===== config.mk =====
export PLATFORM = sky130hd
export DESIGN_NAME = conv33_wbuf
export DESIGN_NICKNAME = d
export VERILOG_FILES = /design/src/rtl/conv33_pkg.sv /design/src/rtl/conv33_rd_pipe.sv /design/src/rtl/conv33_wbuf.sv
export SDC_FILE = /design/constraint.sdc
export NUM_CORES = 1
export LEC_CHECK = 0
export CAP_MARGIN = 5
export CORE_MARGIN = 2
export CORE_UTILIZATION = 45
export DETAILED_ROUTE_END_ITERATION = 10
export GPL_TIMING_DRIVEN = 0
export PLACE_DENSITY_LB_ADDON = 0.08
export SYNTH_ARGS = -nofsm -noshare
export SYNTH_HDL_FRONTEND = slang
export SYNTH_SLANG_ARGS = --single-unit

===== constraint.sdc =====
create_clock -name clk -period 8 [get_ports clk]
set_input_delay 1.6 -clock clk [delete_from_list [all_inputs] [get_ports clk]]
set_output_delay 1.6 -clock clk [all_outputs]
set_load 0.005 [all_outputs]

===== src/rtl/conv33_pkg.sv =====
// Shared definitions for the conv33 weight/bias fetch path: fetch-state
// encoding and the fixed 3x3 kernel-set layout.
package conv33_pkg;

  typedef enum logic [1:0] {
    ST_IDLE  = 2'd0,
    ST_FETCH = 2'd1,
    ST_DRAIN = 2'd2,
    ST_DONE  = 2'd3
  } fetch_state_t;

  localparam int         NUM_W         = 9;
  localparam logic [3:0] WORDS_PER_SET = 4'd10;
  localparam logic [3:0] BIAS_IDX      = 4'd9;

endpackage


===== src/rtl/conv33_rd_pipe.sv =====
// Read-return tracker for a synchronous-read memory: an RD_LAT-deep valid pipe
// plus a count of reads still in flight.
module conv33_rd_pipe #(
  parameter int RD_LAT = 1
) (
  input  logic clk,
  input  logic rst,
  input  logic issue,
  output logic ret_valid,
  output logic empty
);

  localparam int CNT_W = $clog2(RD_LAT + 2);

  logic [RD_LAT-1:0] vld_q;
  logic [CNT_W-1:0]  cnt_q;

  // NOTE: sequential state is written with <= so every flop samples the
  // pre-edge values of its sources, independent of block ordering.
  always_ff @(posedge clk or posedge rst) begin
    if (rst) begin
      vld_q <= '0;
      cnt_q <= '0;
    end else begin
      // Shift toward the MSB; the MSB marks the word arriving this cycle.
      vld_q <= RD_LAT'({vld_q, issue});
      case ({issue, ret_valid})
        2'b10:   cnt_q <= cnt_q + CNT_W'(1);
        2'b01:   cnt_q <= cnt_q - CNT_W'(1);
        default: cnt_q <= cnt_q;
      endcase
    end
  end

  assign ret_valid = vld_q[RD_LAT-1];
  assign empty     = (cnt_q == '0);

endmodule


===== src/rtl/conv33_wbuf.sv =====
// Double-buffered 3x3 weight/bias fetch-and-hold unit. Optional last-set reuse
// is enabled by defining CONV33_WBUF_CACHE_EN.
module conv33_wbuf #(
  parameter int DATA_W = 8,
  parameter int BIAS_W = 32,
  parameter int MEM_W  = 32,
  parameter int ADDR_W = 10,
  parameter int RD_LAT = 1,
  parameter int NUM_W  = conv33_pkg::NUM_W
) (
  input  logic                    clk,
  input  logic                    rst,
  input  logic                    load_weight_en,
  input  logic                    read_weight_en,
  input  logic [ADDR_W-1:0]       base_addr,
  output logic                    weight_load_done,
  output logic                    mem_rd_en,
  output logic [ADDR_W-1:0]       mem_addr,
  input  logic [MEM_W-1:0]        mem_rdata,
  output logic [NUM_W*DATA_W-1:0] weights_out,
  output logic [BIAS_W-1:0]       bias_out,
  output logic                    weights_valid
);

  import conv33_pkg::*;

  localparam int WBANK_W = NUM_W * DATA_W;

  fetch_state_t      state_q, state_d;
  logic [ADDR_W-1:0] base_q, last_addr_q;
  logic [3:0]        issue_cnt_q, rx_cnt_q;
  logic [WBANK_W-1:0] sh_w_q, w_q;
  logic [BIAS_W-1:0] sh_b_q, b_q;
  logic              valid_q, done_q;
  logic              issue, ret_valid, pipe_empty, commit, last_word, cache_hit;

`ifdef CONV33_WBUF_CACHE_EN
  logic [ADDR_W-1:0] last_base_q;
  logic              tag_valid_q;
  assign cache_hit = tag_valid_q && valid_q && (base_addr == last_base_q);
`else
  assign cache_hit = 1'b0;
`endif

  assign issue     = (state_q == ST_FETCH) && load_weight_en && (issue_cnt_q < WORDS_PER_SET);
  assign last_word = ret_valid && (rx_cnt_q == BIAS_IDX);
  assign commit    = (state_q == ST_DONE) && read_weight_en;

  // The address bus parks on the last issued address between fetches.
  assign mem_rd_en = issue;
  assign mem_addr  = issue ? base_q + ADDR_W'(issue_cnt_q) : last_addr_q;

  conv33_rd_pipe #(
    .RD_LAT(RD_LAT)
  ) u_rd_pipe (
    .clk      (clk),
    .rst      (rst),
    .issue    (issue),
    .ret_valid(ret_valid),
    .empty    (pipe_empty)
  );

  always_comb begin
    // NOTE: default assigned first so every path drives state_d; no latch.
    state_d = state_q;
    unique case (state_q)
      ST_IDLE:  if (load_weight_en) state_d = cache_hit ? ST_DONE : ST_FETCH;
      ST_FETCH: begin
        if (!load_weight_en) state_d = ST_DRAIN;
        else if (last_word)  state_d = ST_DONE;
      end
      ST_DRAIN: if (pipe_empty) state_d = ST_IDLE;
      ST_DONE:  if (commit || !load_weight_en) state_d = ST_IDLE;
      default:  state_d = ST_IDLE;
    endcase
  end

  always_ff @(posedge clk or posedge rst) begin
    if (rst) state_q <= ST_IDLE;
    else     state_q <= state_d;
  end

  always_ff @(posedge clk or posedge rst) begin
    if (rst) begin
      // NOTE: both banks are reset explicitly; a reset must leave the MAC
      // array seeing zeros, not stale weights.
      base_q      <= '0;
      last_addr_q <= '0;
      issue_cnt_q <= '0;
      rx_cnt_q    <= '0;
      sh_w_q      <= '0;
      sh_b_q      <= '0;
      w_q         <= '0;
      b_q         <= '0;
      valid_q     <= 1'b0;
      done_q      <= 1'b0;
`ifdef CONV33_WBUF_CACHE_EN
      last_base_q <= '0;
      tag_valid_q <= 1'b0;
`endif
    end else begin
      done_q <= (state_d == ST_DONE);
      if (issue) last_addr_q <= mem_addr;

      unique case (state_q)
        ST_IDLE: begin
          if (load_weight_en) begin
            base_q      <= base_addr;
            issue_cnt_q <= '0;
            rx_cnt_q    <= '0;
            // On reuse the shadow mirrors the committed set, so commit is a no-op.
            if (cache_hit) begin
              sh_w_q <= w_q;
              sh_b_q <= b_q;
            end
          end
        end
        ST_FETCH: begin
          if (issue) issue_cnt_q <= issue_cnt_q + 4'd1;
          if (ret_valid) begin
            rx_cnt_q <= rx_cnt_q + 4'd1;
            if (rx_cnt_q == BIAS_IDX) sh_b_q <= mem_rdata[BIAS_W-1:0];
            else sh_w_q[rx_cnt_q*DATA_W +: DATA_W] <= mem_rdata[DATA_W-1:0];
          end
`ifdef CONV33_WBUF_CACHE_EN
          if (!load_weight_en) tag_valid_q <= 1'b0;
`endif
        end
        ST_DRAIN: begin
          sh_w_q <= '0;
          sh_b_q <= '0;
        end
        ST_DONE: begin
          if (commit) begin
            w_q     <= sh_w_q;
            b_q     <= sh_b_q;
            valid_q <= 1'b1;
`ifdef CONV33_WBUF_CACHE_EN
            last_base_q <= base_q;
            tag_valid_q <= 1'b1;
`endif
          end else if (!load_weight_en) begin
            sh_w_q <= '0;
            sh_b_q <= '0;
          end
        end
        default: ;
      endcase
    end
  end

  assign weight_load_done = done_q;
  assign weights_out      = w_q;
  assign bias_out         = b_q;
  assign weights_valid    = valid_q;

endmodule


==> impl_metrics.env, run 1 <==
export IMPL_nets=1058
export IMPL_criticalPathCategory="in -> out"
export IMPL_fmax_ghz=0.196
export IMPL_clock_skew_ns=0.00834
export IMPL_grt_use_total_pct=19.9
export IMPL_stdcell_count=1294
export IMPL_syn_to_final_growth_pct=28.3
export IMPL_final_common_cell="dfrtp_1"
export IMPL_hold_class="reg -> reg"
export IMPL_hold_buffers=0
export IMPL_seq_area_sq_um=6080
export IMPL_hold_viol=0
export IMPL_htree_levels=1
export IMPL_initial_core_util_pct=45.6
export IMPL_hpwlAfterDp_um=16100
export IMPL_maxSlewViolCount=0
export IMPL_cp_required_ns=6.40
export IMPL_place_congestion=0.836
export IMPL_synth_edff_count=0
export IMPL_die_h_um=152
export IMPL_drt_iter0_drc=272
export IMPL_crit_buf_inv=3
export IMPL_tns_ns=0
export IMPL_final_cell_mix="dfrtp_1 (243), clkdlybuf4s50_1 (154), nand2_1 (118)"
export IMPL_maxCapViolCount=0
export IMPL_multi_input_area_sq_um=3530
export IMPL_grtUsageMet3_pct=4.55
export IMPL_cts_tree="yes"
export IMPL_p_per_area_nw_per_um2=285
export IMPL_via_count=6828
export IMPL_grt_met2_usage_pct=30.9
export IMPL_avgRoutedWirePerCell_um=17.8
export IMPL_setup_viol=0
export IMPL_synth_warnings=0
export IMPL_ir_drop_uv=180
export IMPL_cts_buffers=26
export IMPL_portBuffers=154
export IMPL_cp_start_kind="input port"
export IMPL_die_area_sq_um=23200
export IMPL_antennaDiodeCount=0
export IMPL_cts_setup_buffers=0
export IMPL_antenna_left=0
export IMPL_fin_crit_sh_pct=63.9
export IMPL_grt_pass1_wl_um=37800
export IMPL_use_met1_pct=29.0
export IMPL_routed_wl_um=23100
export IMPL_grt_pass1_vias=6877
export IMPL_ys_flop_type="dfrtp_1"
export IMPL_top_usage_layer="met2"
export IMPL_clock_path_buffers=3
export IMPL_grt_overflow_total=0
export IMPL_path_max_fanout=10
export IMPL_synth_top_area_cell="dfrtp_1"
export IMPL_syn_inst=812
export IMPL_clkTransAtPathRegs_ns=0.06
export IMPL_root_buffer="clkbuf_16"
export IMPL_mappedNetlistNets=870
export IMPL_post_cts_resized=0
export IMPL_clock_latency_ns=0.52
export IMPL_io_pins=163
export IMPL_core_sq_um=21800
export IMPL_grt_antenna_before_repair=0
export IMPL_ys_types=47
export IMPL_crit_slowest_cell="clkdlybuf4s50_1"
export IMPL_path_depth=5
export IMPL_fp_row_count=54
export IMPL_die_w_um=152
export IMPL_crit_chain="clkdlybuf4s50_1, nand3_1, clkbuf_1, o21ai_0, clkdlybuf4s50_1"
export IMPL_vias_per_cell=5.28
export IMPL_worstMarginPinSlew_ns=0.815
export IMPL_drive_gt1_share_pct=17.8
export IMPL_min_period_ns=5.11
export IMPL_drc_errors=0
export IMPL_crit_top_cell="clkdlybuf4s50_1"
export IMPL_yosysSeqAreaShare_pct=61.3
export IMPL_arrival_ns=3.51
export IMPL_grt_max_degree=44
export IMPL_netlist_area_sq_um=9920
export IMPL_n_fill_cell=1856
export IMPL_p_leak_nw=5.96
export IMPL_synth_seq_cells=243
export IMPL_place_inst=1252
export IMPL_syn_area_per_cell_sq_um=12.2
export IMPL_slew_headroom_pct=45.6
export IMPL_slowest_delay_ns=0.57
export IMPL_synthTopCellsByArea="dfrtp_1 (61%), mux2_2 (12%), nand2_1 (4.5%)"
export IMPL_ys_async_sr_fraction_pct=100
export IMPL_status="finished clean"
export IMPL_path_delay_family="buffers and inverters"
export IMPL_yosys_area_top_type_share_pct=61.3
export IMPL_drtPass1Iterations=4
export IMPL_grt_setup_unrepaired="no"
export IMPL_cts_sinks=243
export IMPL_r2r_cells=9
export IMPL_endpoint_kind="primary output"
export IMPL_hold_depth=2
## layer usage
layer	wire length [um]	up-vias
met5	0	-
met4	376	0
met3	1360	33
met2	10500	153
met1	10800	3400
li1	-	3242
## report_power, final
part           leakage (nW)  total (W)  switching (W)  internal [W]
clock                 0.392    0.00112       0.000462      0.000657
sequential             3.31    0.00152       0.000107       0.00141
combinational          2.26   0.000983       0.000538      0.000445
## registers in the layout, indices dropped and copies added (netlist names)
| name | count |
|---|---|
| issue_cnt_q | 4 |
| weights_valid | 1 |
| state_q | 2 |
| sh_w_q | 72 |
| weight_load_done | 1 |
| u_rd_pipe.ret_valid | 1 |
| bias_out | 32 |
| base_q | 10 |
| weights_out | 72 |
| rx_cnt_q | 4 |
| sh_b_q | 32 |
| last_addr_q | 10 |
| u_rd_pipe.cnt_q | 2 |
## path summary, 6_finish.rpt
| path | from | to | slack [ns] |
|---|---|---|---|
| min | sh_b_q[18]$_DFFE_PP0P_ | sh_b_q[18]$_DFFE_PP0P_ | 0.46 |
| min reg2reg | sh_b_q[18]$_DFFE_PP0P_ | sh_b_q[18]$_DFFE_PP0P_ | 0.46 |
| max in group asynchronous | rst | bias_out[9]$_DFFE_PP0P_ | 5.29 |
| min in group asynchronous | rst | weights_out[19]$_DFFE_PP0P_ | 1.58 |
| max | load_weight_en | mem_addr[8] | 2.89 |
| max reg2reg | rx_cnt_q[0]$_DFFE_PP0P_ | sh_w_q[48]$_DFFE_PP0P_ | 5.05 |
## kinds of logic after synthesis
kind of cell / after synthesis / share of synthesized area (%)
fa+ha+maj: 12 / 1.59
mux: 114 / 12.8
buf+inv: 74 / 3.07
compound gates: 141 / 9.37
flops: 243 / 61.3
simple gates: 213 / 10.5
xor+xnor: 15 / 1.32
## cell type report
class / count / share of cell area (%)
buffer: 52 / 1.74
clock buffer: 38 / 6.03
clock inverter: 4 / 0.187
inverter: 22 / 0.678
multi-input combinational: 495 / 27.8
sequential: 243 / 47.8
tap: 280 / 2.75
timing repair buffer: 160 / 13.1
## worst min-delay path, stage by stage, from the launching register on
cell and delay (ns):
dfrtp_1 0.34, nand2_1 0.05, nand2_1 0.05
## through the flow
step / instance area, sq um / total power (W) / utilization, % / hold slack (ns) / setup slack (ns)
finish: 12700 / 0.00362 / 58.5 / 0.460 / 2.89
global route: 12700 / 0.00383 / 58.5 / 0.483 / 2.73
CTS: 12700 / 0.00366 / 58.5 / 0.466 / 2.90
detailed placement: 11900 / 0.00253 / 54.9 / 0.455 / 2.91
global placement: 11800 / 0.00251 / 54.3 / 0.448 / 1.35
floorplan: 9920 / 0.00212 / - / 0.435 / 3.21
## synth_stat cells (4+ instances only)
master and number:
clkbuf_1 24, buf_2 13, mux2_2 105, nor2b_1 4, a32o_1 4, xnor2_1 7
inv_1 22, nor2_1 12, nor3_1 6, nand2_1 118, clkbuf_2 8, buf_1 7
ha_1 11, nand3_1 23, mux2i_1 9, o21ai_0 72, xor2_1 8, nand4_1 29
a22o_1 41, dfrtp_1 243, a21oi_1 5
Power figures use the tool's default switching activity.
==> run 2, diff against run 1 <==
==> constraint.sdc (replaced) <==
create_clock -name clk -period 4.5 [get_ports clk]
set_input_delay 0.9 -clock clk [delete_from_list [all_inputs] [get_ports clk]]
set_output_delay 0.9 -clock clk [all_outputs]
set_load 0.005 [all_outputs]
==> results of run 2 <==
The final DEF is identical to that of run 1. Status: finished clean.
Main changes from that run: setup slack after placement 2.91 ns -> 0.815 ns; setup slack after layout 2.89 ns -> 0.554 ns; start point of the critical path load_weight_en -> issue_cnt_q[0]$_DFFE_PP0P_; register-to-register setup slack 5.05 ns -> 1.55 ns; total power 0.00362 W -> 0.00644 W; worst IR drop on VDD 180 uV -> 319 uV
==> run 3, diff against run 2 <==
--- a/config.mk
+++ b/config.mk
@@ -14,3 +14,4 @@
 export SYNTH_ARGS = -nofsm -noshare
 export SYNTH_HDL_FRONTEND = slang
 export SYNTH_SLANG_ARGS = --single-unit
+export TNS_END_PERCENT = 50
==> results of run 3 <==
The final DEF is identical to that of run 1. Status: finished clean.
Main changes from that run: setup slack after placement 2.91 ns -> 0.815 ns; setup slack after layout 2.89 ns -> 0.554 ns; start point of the critical path load_weight_en -> issue_cnt_q[0]$_DFFE_PP0P_; register-to-register setup slack 5.05 ns -> 1.55 ns; total power 0.00362 W -> 0.00644 W; worst IR drop on VDD 180 uV -> 319 uV
